[config.mk]
export PLATFORM = sky130hd
export DESIGN_NAME = register_file
export DESIGN_NICKNAME = d
export VERILOG_FILES = /design/src/rtl/register_file.sv
export SDC_FILE = /design/constraint.sdc
export NUM_CORES = 2
export LEC_CHECK = 0
export CORE_ASPECT_RATIO = 1.75
export CORE_UTILIZATION = 60
export DETAILED_ROUTE_END_ITERATION = 8
export PLACE_DENSITY = 0.74
export SYNTH_ARGS = -nofsm -noshare
export SYNTH_HDL_FRONTEND = slang
export SYNTH_HIERARCHICAL = 1
export SYNTH_SLANG_ARGS = --single-unit
export TNS_END_PERCENT = 50
[constraint.sdc]
create_clock -name clk -period 135.1 [get_ports clk]
set_input_delay 40.53 -clock clk [delete_from_list [all_inputs] [get_ports clk]]
set_output_delay 40.53 -clock clk [all_outputs]
set_load 0.05 [all_outputs]
[src/rtl/register_file.sv]
// RV32I-style integer register file: 2**ADDR_WIDTH x DATA_WIDTH, x0 hardwired to zero,
// three combinational read ports (rs1, rs2, dbg). Optional write-through forwarding: RF_WRITE_BYPASS_EN.

module rf_read_port #(
   parameter int DATA_WIDTH = 32,
   parameter int ADDR_WIDTH = 5
) (
   input  logic [2**ADDR_WIDTH-1:0][DATA_WIDTH-1:0] regs,
   input  logic [ADDR_WIDTH-1:0]                    addr,
   output logic [DATA_WIDTH-1:0]                    data
);
   // x0 is forced to zero here as well as in storage so the port never depends on it
   always_comb data = (addr == '0) ? '0 : regs[addr];
endmodule

module register_file #(
   parameter int                    DATA_WIDTH = 32,
   parameter int                    ADDR_WIDTH = 5,
   parameter logic [DATA_WIDTH-1:0] SP_RESET   = DATA_WIDTH'(32'h7FFF_EFFC),
   parameter logic [DATA_WIDTH-1:0] GP_RESET   = DATA_WIDTH'(32'h1000_8000)
) (
   input  logic                  clk,
   input  logic                  rst,
   input  logic                  we,
   input  logic [ADDR_WIDTH-1:0] rd_addr,
   input  logic [DATA_WIDTH-1:0] rd_data,
   input  logic [ADDR_WIDTH-1:0] rs1_addr,
   input  logic [ADDR_WIDTH-1:0] rs2_addr,
   output logic [DATA_WIDTH-1:0] rs1_data,
   output logic [DATA_WIDTH-1:0] rs2_data,
   input  logic [ADDR_WIDTH-1:0] dbg_addr,
   output logic [DATA_WIDTH-1:0] dbg_data,
   output logic [31:0]           wr_count
);
   localparam int NREG  = 2**ADDR_WIDTH;
   localparam int NPORT = 3;

   logic [NREG-1:0][DATA_WIDTH-1:0]  regs;
   logic [NPORT-1:0][ADDR_WIDTH-1:0] port_addr;
   logic [NPORT-1:0][DATA_WIDTH-1:0] lookup;
   logic [NPORT-1:0][DATA_WIDTH-1:0] port_data;
   logic                             wr_en;

   function automatic logic [DATA_WIDTH-1:0] reset_value(input int idx);
      if (idx == 2)      return SP_RESET;
      else if (idx == 3) return GP_RESET;
      else               return '0;
   endfunction

   assign wr_en     = we && (rd_addr != '0);
   assign port_addr = {dbg_addr, rs2_addr, rs1_addr};

   always_ff @(posedge clk or posedge rst) begin
      if (rst) begin
         for (int i = 0; i < NREG; i++) regs[i] <= reset_value(i);
         wr_count <= '0;
      end else if (wr_en) begin
         regs[rd_addr] <= rd_data;
         wr_count      <= wr_count + 32'd1;
      end
   end

   generate
      for (genvar p = 0; p < NPORT; p++) begin : g_port
         rf_read_port #(
            .DATA_WIDTH(DATA_WIDTH),
            .ADDR_WIDTH(ADDR_WIDTH)
         ) u_port (
            .regs(regs),
            .addr(port_addr[p]),
            .data(lookup[p])
         );
`ifdef RF_WRITE_BYPASS_EN
         // forward the in-flight write so a reader in the same cycle sees the new value
         assign port_data[p] = (wr_en && (port_addr[p] == rd_addr)) ? rd_data : lookup[p];
`else
         assign port_data[p] = lookup[p];
`endif
      end
   endgenerate

   assign rs1_data = port_data[0];
   assign rs2_data = port_data[1];
   assign dbg_data = port_data[2];
endmodule

==> flow_summary_export.csv <==
group,metric,value,unit
finish,finalNetCount,4314,
power,seq_power_share,0.436,
placement,place.gp.congestion,0.8884,
power,switching_share,0.3047,
power,peakVddDrop,0.00001241,V
timing,finalWorstSetupSlack,49.63,ns
detailed_routing,ant_nets,0,
clock_tree,clockBufferDepth,3,
clock_tree,cts-root-buf,"clkbuf_16",
synth,synth_edf_count,0,
min_path,holdCritStartpoint,"regs[2]",
synth,async_flop_share,1.000,
synth,yosys.area.top_type,"dfrtp_1",
clock_tree,postCtsSetupRepairBufs,0,
status,failed_checks,"capacitance limit, slew limit",
placement,dp_hpwl,121.5,mm
floorplan,core,106400,um2
floorplan,dieWidth,250.0,um
clock_tree,cts_tree,"built",
power,p_leak,28.82,nW
floorplan,ioPinCount,183,
worst_setup_path,timing.rr.start,"wr_count[2]",
floorplan,floorplan.rows,158,
clock_tree,clk_pin_slew_worst_paths,0.06,ns
placement,preCtsSetupSlack,49.74,ns
clock_tree,cts_resized,0,
synth,synth_cells,4409,
detailed_routing,drc,0,
worst_setup_path,path_max_fanout,85,
floorplan,die_height,436.0,um
timing,min_period,85.47,ns
worst_setup_path,arrival,44.94,ns
placement,portBuffers,182,
status,status,"finished, violations left",
synth,syn_nets,4465,
synth,ys_top_cells_by_area,"dfrtp_1, mux4_2, mux2_2, mux2i_1, buf_2",
floorplan,dieArea,109000,um2
finish,drive_above_1_share,0.4915,
worst_setup_path,startpoint,"rs1_addr[2]",
clock_tree,h-tree-depth,3,
power,clockPowerShare,0.305,
clock_tree,cts_hold_buf,0,
min_path,hold_class,"reg2reg",
worst_setup_path,crit_required,94.57,ns
floorplan,initial_core_util,0.6072,
synth,yosysUniqueCellTypes,48,
timing,post-route-period-util,0.6327,
timing,fin_tns_setup,0,ns
timing,clock-skew-final,0.009231,ns
synth,yosys.cell_count.top_type,"mux2_2",
timing,max_slew_margin,-0.02487,
timing,rsz0062_at_grt,"no",
timing,timing.hold.ws,0.4130,ns
global_routing,grt_pass1_vias,46249,
power,combPwrFrac,0.258,
synth,ys_seq_area_frac,0.4097,
power,total_power,0.9937,mW
synth,syn_area_per_cell,14.65,um2
detailed_routing,firstDrtPassIters,6,
detailed_routing,routed_wl,218.9,mm
detailed_routing,wl_per_cell,38.34,um
synth,synthDominantCellAreaShare,0.3975,
power,power_switching,0.3028,mW
global_routing,grt_max_degree,129,
clock_tree,clock_latency,0.76,ns
finish,syn2layout_area_growth,7.956,%
timing,hold_violations,0,
timing,fmax,0.01170,GHz
timing,finalSetupViolations,0,
global_routing,gr-usage-all-layers,0.4066,
worst_setup_path,reg2reg_slack,132.96,ns
worst_setup_path,r2r_cells,4,
timing,tightest_slew,1.532,ns
timing,slew_viol_final,18,
global_routing,grt_pass1_wl,317.6,mm
worst_setup_path,critPathLaunchType,"input port",
detailed_routing,viasPerCell,7.915,
power,intPower,0.6909,mW
synth,synth_commonest_cells,"mux2_2, dfrtp_1, mux4_2, clkbuf_1, mux2i_1",
detailed_routing,vias,45187,
worst_setup_path,worst_setup_path_end_kind,"output pin",
clock_tree,cts_sinks,1056,
synth,ys_warn_count,6,
worst_setup_path,critPathKind,"in2out",
global_routing,globalRouteOverflowTotal,0,
detailed_routing,drtIter0Drc,5185,
synth,synth_flop_cell,"dfrtp_1",
synth,synth-seq-cells,1056,
synth,syn_area,64580,um2
flow_run,cap_violations,2,
clock_tree,cts_buffers,103,
min_path,min_delay_path_depth,0,
global_routing,antenna_found_initial,8,
finish,final_util,0.6556,
power,power.density,14.25,nW/um2
-- layout make-up --
cell class	instances	area (um2)
multi-input cells	2811	35410
flip-flops and latches	1056	26460
fillers	7696	36630
clock buffers	152	3055
well taps	1360	1702
inverters	7	41.29
clock inverters	39	424.2
repair buffers	279	2616
diodes	5	12.51
-- layer usage --
metal / track usage / routed length, um / share of wire / vias to the layer above
met5: 0 / 52 / 0.00024 / -
met3: 0.1066 / 22450 / 0.10 / 967
met4: 0.2989 / 18130 / 0.083 / 8
li1: - / - / - / 17210
met2: 0.6239 / 102200 / 0.47 / 3067
met1: 0.4985 / 76100 / 0.35 / 23935
-- cell usage in the layout (no fill, tap or decap), drive strengths merged, types with 28 or more instances in the layout --
cell type      count
clkinv            28
a311oi            96
dfrtp           1026
dfstp             30
buf              112
clkdlybuf4s50    167
mux2i            192
nand2             68
mux4             672
a221oi            72
clkbuf           152
nor2b            102
mux2            1089
a211oi            97
a22oi             96
o21ai            168
-- stage by stage --
stage / cell area [um2] / cells
after floorplan: 64580 / 4409
after global placement: 66230 / 5513
after detailed placement: 66230 / 5513
after CTS: 69710 / 5704
after global routing: 69710 / 5704
final: 69720 / 5709
-- path summary, 6_finish.rpt --
path | endpoint
hold / removal | regs[2]
max in group asynchronous | regs[22]
setup / recovery | rs1_data[7]
min in group asynchronous | regs[362]
setup reg to reg | wr_count[29]
hold reg to reg | regs[2]
-- cell families after synthesis --
family,share of synthesized area
adder cells (fa/ha/maj),0.0001937
AND/OR/NAND/NOR,0.02350
AO/OA/AOI/OAI,0.06240
multiplexers,0.4540
flip-flops,0.4097
XOR/XNOR,0.004204
buffers and inverters,0.04599
-- sequential cells by signal, indices dropped and copies added (netlist names) --
signal,count
wr_count,32
regs,1024
-- critical path, stage by stage --
cell and delay, ns:
buf_8 0.62, buf_4 0.58, buf_4 0.82, mux4_2 0.37
mux2_2 0.15, o21ai_1 0.06, a311oi_1 0.70, clkdlybuf4s50_1 0.95
-- power groups by stage --
stage | clock (mW) | combinational, mW | sequential, mW
3_5_place_dp | 0 | 0.254 | 0.436
2_1_floorplan | 0 | 0.200 | 0.422
5_1_grt | 0.317 | 0.269 | 0.441
3_3_place_gp | 0 | 0.250 | 0.430
4_1_cts | 0.305 | 0.255 | 0.430
6_report | 0.303 | 0.257 | 0.434
No activity file was read; power rests on OpenSTA's default activity.
